--- src/rtl/riscv_mmio_router_pkg.sv ---
// Shared MMIO offsets, status bit positions and decode helper for riscv_mmio_router.
// The optional cycle counter at MMIO_CYCLE exists only when MMIO_CYCLE_COUNTER_EN is defined.
package riscv_mmio_pkg;

    localparam logic [31:0] MMIO_BASE_DEFAULT = 32'h8000_0000;

    localparam logic [7:0] MMIO_LED       = 8'h00;
    localparam logic [7:0] MMIO_SW        = 8'h04;
    localparam logic [7:0] MMIO_TX_DATA   = 8'h08;
    localparam logic [7:0] MMIO_TX_STATUS = 8'h0C;
    localparam logic [7:0] MMIO_CYCLE     = 8'h10;

    localparam int STAT_EMPTY     = 0;
    localparam int STAT_FULL      = 1;
    localparam int STAT_OVERFLOW  = 2;
    localparam int STAT_COUNT_LSB = 8;
    localparam int STAT_COUNT_W   = 4;

    // Byte offset inside the aliased 256-byte MMIO window.
    function automatic logic [7:0] mmio_offset(input logic [5:0] word_off);
        return {word_off, 2'b00};
    endfunction

endpackage

--- src/rtl/riscv_mmio_router_sync_fifo.sv ---
// Synchronous FIFO with registered count; pushes when full and pops when empty are ignored.
// The head output reads zero while empty so it is clean straight out of reset.
module sync_fifo #(
    parameter int WIDTH = 8,
    parameter int DEPTH = 8
) (
    input  logic                     clk_in,
    input  logic                     rst_in,
    input  logic                     push_in,
    input  logic                     pop_in,
    input  logic [WIDTH-1:0]         data_in,
    output logic [WIDTH-1:0]         data_out,
    output logic                     full_out,
    output logic                     empty_out,
    output logic [$clog2(DEPTH):0]   count_out
);

    localparam int PTR_W = $clog2(DEPTH);
    localparam int CNT_W = PTR_W + 1;

    logic [WIDTH-1:0] mem_q [DEPTH];
    logic [WIDTH-1:0] mem_d [DEPTH];
    logic [PTR_W-1:0] wr_ptr_q, wr_ptr_d;
    logic [PTR_W-1:0] rd_ptr_q, rd_ptr_d;
    logic [CNT_W-1:0] count_q, count_d;
    logic             push_ok;
    logic             pop_ok;

    assign full_out  = (count_q == CNT_W'(DEPTH));
    assign empty_out = (count_q == '0);
    assign count_out = count_q;
    assign data_out  = empty_out ? '0 : mem_q[rd_ptr_q];

    assign push_ok = push_in && !full_out;
    assign pop_ok  = pop_in && !empty_out;

    always_comb begin
        mem_d    = mem_q;
        wr_ptr_d = wr_ptr_q;
        rd_ptr_d = rd_ptr_q;
        count_d  = count_q;
        if (push_ok) begin
            mem_d[wr_ptr_q] = data_in;
            wr_ptr_d        = wr_ptr_q + PTR_W'(1);
        end
        if (pop_ok) begin
            rd_ptr_d = rd_ptr_q + PTR_W'(1);
        end
        count_d = count_q + CNT_W'(push_ok) - CNT_W'(pop_ok);
    end

    always_ff @(posedge clk_in) begin
        if (rst_in) begin
            wr_ptr_q <= '0;
            rd_ptr_q <= '0;
            count_q  <= '0;
        end else begin
            wr_ptr_q <= wr_ptr_d;
            rd_ptr_q <= rd_ptr_d;
            count_q  <= count_d;
        end
    end

    // Storage needs no reset: emptiness is tracked by the pointers and count.
    always_ff @(posedge clk_in) begin
        mem_q <= mem_d;
    end

endmodule

--- src/rtl/riscv_mmio_router.sv ---
// Routes CPU word accesses to BRAM or the LED/SW/UART-TX MMIO bank with a fixed 2-cycle read latency.
// Define MMIO_CYCLE_COUNTER_EN to add a read-only free-running cycle counter at offset 0x10.
module riscv_mmio_router
    import riscv_mmio_pkg::*;
#(
    parameter int          BRAM_ADDR_W   = 14,
    parameter logic [31:0] MMIO_BASE     = MMIO_BASE_DEFAULT,
    parameter int          TX_FIFO_DEPTH = 8
) (
    input  logic                   clk_in,
    input  logic                   rst_in,
    input  logic [31:0]            mem_addr_in,
    input  logic [31:0]            mem_data_in,
    input  logic [3:0]             mem_write_enable_in,
    output logic [31:0]            mem_data_out,
    output logic [BRAM_ADDR_W-1:0] bram_addr_out,
    output logic [31:0]            bram_data_out,
    output logic [3:0]             bram_we_out,
    input  logic [31:0]            bram_data_in,
    input  logic [15:0]            sw_in,
    output logic [15:0]            led_out,
    output logic [7:0]             tx_data_out,
    output logic                   tx_valid_out,
    input  logic                   tx_ready_in
);

    localparam int CNT_W = $clog2(TX_FIFO_DEPTH) + 1;

    logic             sel_mmio;
    logic [7:0]       offset;
    logic [31:0]      mmio_rd;
    logic             fifo_push;
    logic             fifo_pop;
    logic             fifo_full;
    logic             fifo_empty;
    logic [CNT_W-1:0] fifo_count;
    logic             w1c_ovf;

    logic [15:0] led_q, led_d;
    logic        overflow_q, overflow_d;
    logic        sel_s1_q, sel_s1_d;
    logic        sel_s2_q, sel_s2_d;
    logic [31:0] rd_s1_q, rd_s1_d;
    logic [31:0] rd_s2_q, rd_s2_d;
    logic [1:0]  live_q, live_d;
    logic [31:0] cycle_cnt;

    assign sel_mmio      = (mem_addr_in[31] == MMIO_BASE[31]);
    assign offset        = mmio_offset(mem_addr_in[7:2]);
    assign bram_addr_out = mem_addr_in[BRAM_ADDR_W+1:2];
    assign bram_data_out = mem_data_in;
    assign bram_we_out   = sel_mmio ? 4'b0000 : mem_write_enable_in;

    assign fifo_push = sel_mmio && (offset == MMIO_TX_DATA) && mem_write_enable_in[0];
    assign w1c_ovf   = sel_mmio && (offset == MMIO_TX_STATUS) && mem_write_enable_in[0]
                       && mem_data_in[STAT_OVERFLOW];
    assign fifo_pop  = tx_valid_out && tx_ready_in;
    assign tx_valid_out = !fifo_empty;

    sync_fifo #(
        .WIDTH (8),
        .DEPTH (TX_FIFO_DEPTH)
    ) u_tx_fifo (
        .clk_in    (clk_in),
        .rst_in    (rst_in),
        .push_in   (fifo_push),
        .pop_in    (fifo_pop),
        .data_in   (mem_data_in[7:0]),
        .data_out  (tx_data_out),
        .full_out  (fifo_full),
        .empty_out (fifo_empty),
        .count_out (fifo_count)
    );

`ifdef MMIO_CYCLE_COUNTER_EN
    logic [31:0] cycle_q, cycle_d;
    assign cycle_d   = cycle_q + 32'd1;
    assign cycle_cnt = cycle_q;
    always_ff @(posedge clk_in) begin
        if (rst_in) cycle_q <= '0;
        else        cycle_q <= cycle_d;
    end
`else
    assign cycle_cnt = '0;
`endif

    // Read mux samples state before this cycle's writes take effect.
    always_comb begin
        mmio_rd = '0;
        case (offset)
            MMIO_LED:       mmio_rd = {16'b0, led_q};
            MMIO_SW:        mmio_rd = {16'b0, sw_in};
            MMIO_TX_STATUS: begin
                mmio_rd[STAT_EMPTY]    = fifo_empty;
                mmio_rd[STAT_FULL]     = fifo_full;
                mmio_rd[STAT_OVERFLOW] = overflow_q;
                mmio_rd[STAT_COUNT_LSB +: STAT_COUNT_W] = STAT_COUNT_W'(fifo_count);
            end
            MMIO_CYCLE:     mmio_rd = cycle_cnt;
            default:        mmio_rd = '0;
        endcase
    end

    always_comb begin
        led_d      = led_q;
        overflow_d = overflow_q;
        if (sel_mmio && (offset == MMIO_LED)) begin
            if (mem_write_enable_in[0]) led_d[7:0]  = mem_data_in[7:0];
            if (mem_write_enable_in[1]) led_d[15:8] = mem_data_in[15:8];
        end
        if (fifo_push && fifo_full) overflow_d = 1'b1;
        else if (w1c_ovf)           overflow_d = 1'b0;
    end

    // live_q gates the output to zero until two post-reset reads have flowed through.
    always_comb begin
        sel_s1_d = sel_mmio;
        rd_s1_d  = mmio_rd;
        sel_s2_d = sel_s1_q;
        rd_s2_d  = rd_s1_q;
        live_d   = {live_q[0], 1'b1};
    end

    assign mem_data_out = !live_q[1] ? 32'b0 : (sel_s2_q ? rd_s2_q : bram_data_in);
    assign led_out      = led_q;

    always_ff @(posedge clk_in) begin
        if (rst_in) begin
            led_q      <= '0;
            overflow_q <= 1'b0;
            sel_s1_q   <= 1'b0;
            sel_s2_q   <= 1'b0;
            rd_s1_q    <= '0;
            rd_s2_q    <= '0;
            live_q     <= '0;
        end else begin
            led_q      <= led_d;
            overflow_q <= overflow_d;
            sel_s1_q   <= sel_s1_d;
            sel_s2_q   <= sel_s2_d;
            rd_s1_q    <= rd_s1_d;
            rd_s2_q    <= rd_s2_d;
            live_q     <= live_d;
        end
    end

    logic addr_unused;
    assign addr_unused = ^{mem_addr_in[30:BRAM_ADDR_W+2], mem_addr_in[1:0]};

endmodule

--- config.mk ---
export PLATFORM = sky130hd
export DESIGN_NAME = riscv_mmio_router
export DESIGN_NICKNAME = d
export VERILOG_FILES = /design/src/rtl/riscv_mmio_router_pkg.sv /design/src/rtl/riscv_mmio_router_sync_fifo.sv /design/src/rtl/riscv_mmio_router.sv
export SDC_FILE = /design/constraint.sdc
export NUM_CORES = 1
export LEC_CHECK = 0
export BUFFER_PORTS_ARGS = -buffer_cell sky130_fd_sc_hd__buf_4
export CAP_MARGIN = 0
export CORE_MARGIN = 5
export CORE_UTILIZATION = 53
export CTS_CLUSTER_SIZE = 12
export DETAILED_ROUTE_END_ITERATION = 7
export GPL_TIMING_DRIVEN = 0
export PLACE_DENSITY_LB_ADDON = 0.08
export SLEW_MARGIN = 25
export SYNTH_ARGS = -nofsm -noshare
export SYNTH_HDL_FRONTEND = slang
export SYNTH_SLANG_ARGS = --single-unit
--- constraint.sdc ---
create_clock -name clk_in -period 4.5 [get_ports clk_in]
set_clock_uncertainty 0.2 [all_clocks]
set_input_delay 0.225 -clock clk_in [delete_from_list [all_inputs] [get_ports clk_in]]
set_output_delay 0.225 -clock clk_in [all_outputs]
set_load 0.02 [all_outputs]
==> results.md <==
- Fin crit share: 0.727
- PwrDens: approximately 410 nW/um^2
- Final setup vio count: 0
- Final cell count without fillers: 868
- Initial DRC count: 316
- Final core utilization: 0.779
- Antenna violations before repair: 0
- Worst min path class: in2reg
- Synth Flop Type: edfxtp_1
- Die Height: about 110 um
- Mapped cell area: 5720 um^2
- Width of the die: 114 um
- Mapped Nets: 594
- Worst skew pair latency: approximately 0.51 ns
- Area delta synth->final: 45.7%
- Postcts setup bufs: 0
- Total wire length: 15700 um
- CTS tree: built
- Worst Path Arrival: about 2.8 ns
- Leak: roughly 3.4 nW
- Via Count: 4617
- Worst setup SP type: flop
- YS warnings: 0
- Synth async-reset ratio: 0
- Wire length per cell: 18.1 um
- Number of H-tree levels: 4
- Initial core utilization: 0.535
- Nets: 843
- Share of layout cells above drive strength 1: 0.413
- DRC: 0
- DR pass1 iterations: 5
- Max FO, Critical Path: 10
- Vias in the first global route: around 4500
- Final slew viol count: 0
- Clock Sinks: around 130
- Met3 wire len: 1650 um
- RSZ-0062 raised after global routing: no
- # diodes: 0
- First-pass GRT wire length: 23600 um
- Wl on met1: just under 6000 um
- Syn Inst Count: roughly 470
- Status: finished clean
- Slew headroom: 0.409
- GPL Wtd Cong: 0.849
- Die ar.: 13000 um^2
- Synth Area per Inst: 12.3 um^2
- Seq/Total Area, Yosys: 0.557
- Port bufs: 183
- Highest routed layer: met4
- Required @ worst endpoint: 4.07 ns
- Routed wl met2: 7910 um
- Post-Place Cells: 792
- Total gr overflow: 0
- Largest cells by area after synthesis: edfxtp_1 34%, dfxtp_1 22%, mux4_2 6.3%
- Number of core rows: 38
- Post-DP HPWL: 11100 um
- Maximum clock rate: 306 MHz
- Clk pin slew, worst setup/hold paths: ~0.06 ns
- Largest area contributor in the netlist: edfxtp_1
- Worst setup path class: reg2out
- Number of synthesized register bits: 127
- Max VDD drop: 298 uV
- Largest net degree at the start of global routing: 17
- Max_cap viols: 0
- GRT Util Overall: 0.240
- Vias per cell: 5.32
- Worst Tran Pin Value: ~0.88 ns
- Final Hold Fails: 0
- I/O pin cnt: 226
- Final ANT Viol Nets: 0
- Top cell type's share of synthesized area: 0.336
- Top cells by count, synth: 64 x edfxtp_1, 63 x dfxtp_1, 46 x buf_4
- Clk buf depth: 2
- Number of CTS-inserted buffers: 17
- Number of synthesized flops with an enable pin: 64
- Distinct cells, synth: 48
- Setup TNS: 0 ns
- Tmin final: 3.27 ns
- Core area: 10700 um^2
- Crit end category: output pin
- Clock root buffer: clkbuf_8
- Most frequent cell after synthesis: edfxtp_1
==> registers in the layout, summed over array words and instances, names as in the netlist <==
signal / flops
led_out: 16
live_q: 2
overflow_q: 1
rd_s1_q: 16
rd_s2_q: 16
sel_s1_q: 1
sel_s2_q: 1
u_tx_fifo.count_out: 4
u_tx_fifo.mem_q: 64
u_tx_fifo.rd_ptr_q: 3
u_tx_fifo.wr_ptr_q: 3
==> path summary, 6_finish.rpt <==
path / from / to / slack (ns) / cells past startpoint
hold / removal: mem_addr_in[3] / overflow_q$_SDFFE_PP0P_ / 0.09 / 4
setup / recovery: u_tx_fifo.rd_ptr_q[0]$_SDFFE_PP0P_ / tx_data_out[6] / 1.23 / 5
setup reg to reg: u_tx_fifo.count_out[2]$_SDFF_PP0_ / u_tx_fifo.count_out[3]$_SDFF_PP0_ / 1.46 / 10
hold reg to reg: rd_s1_q[3]$_SDFF_PP0_ / rd_s2_q[3]$_SDFF_PP0_ / 0.24 / 1
==> cells in the final DEF, fill, tap and decap left out, drive strengths merged, types with 4 or more instances in the layout <==
cell and count:
clkbuf 43, mux4 16, dfxtp 63, nor4 4
a22o 8, nor3 4, nand2 5, nor2b 44
buf 239, inv 16, nand4 8, edfxtp 64
clkinv 4, ha 8, mux2 8, a22oi 7
o21ai 10, mux2i 26, nand3 11, o31ai 8
dlygate4sd3 44, a21oi 21, and2 17, nor2 26
==> what timing repair did <==
item | in CTS | in global routing
gates resized for setup | 0 | 0
hold buffers | 44 | 0
endpoints found under the hold margin | 103 | 0
==> critical path, stage by stage, from the launching register on <==
cell,delay [ns]
dfxtp_1,0.33
clkbuf_1,0.62
buf_2,0.44
mux4_2,0.55
a22o_1,0.22
buf_4,0.16
==> logic make-up (layout without fill, tap and decap cells) <==
logic type	Yosys count	count (layout)	share of synthesized area
adders and majority gates	9	9	0.0210
xor gates and xnor gates	1	1	0.00153
DFF	127	127	0.557
and+or+nand+nor	134	134	0.139
buffers and inverters	86	348	0.0906
muxes	50	50	0.125
AOI/OAI and AO/OA	59	59	0.0667
==> power by group <==
group          switching (mW)  internal (mW)
combinational           0.440          0.411
sequential             0.0241           1.24
clock                   0.466          0.808
total                   0.930           2.46
==> routing by layer <==
metal  vias up  track usage
li1       2137            -
met1      2183        0.296
met2       272        0.408
met3        25       0.0684
met4         0       0.0744
met5         -            0
==> stage by stage <==
| step | setup WS (ns) | cell area [um^2] | power [mW] | hold slack (ns) |
|---|---|---|---|---|
| 2_1_floorplan | 1.50 | 5720 | 1.79 | 0.124 |
| 3_3_place_gp | 0.599 | 7270 | 2.08 | 0.224 |
| 3_5_place_dp | 1.39 | 7320 | 2.10 | 0.224 |
| 4_1_cts | 1.16 | 8330 | 3.41 | 0.0525 |
| 5_1_grt | 1.01 | 8330 | 3.53 | 0.120 |
| 6_report | 1.23 | 8330 | 3.39 | 0.0884 |
==> layout make-up <==
cell class / instances / area (um^2)
well taps: 140 / 175
plain buffers: 72 / 460
repair buffers: 230 / 1830
fillers: 646 / 2360
inverters: 14 / 57.6
clock inverters: 8 / 76.3
multi-input cells: 253 / 2060
clock buffers: 24 / 492
flip-flops and latches: 127 / 3180
(Power assumes the default switching activity.)
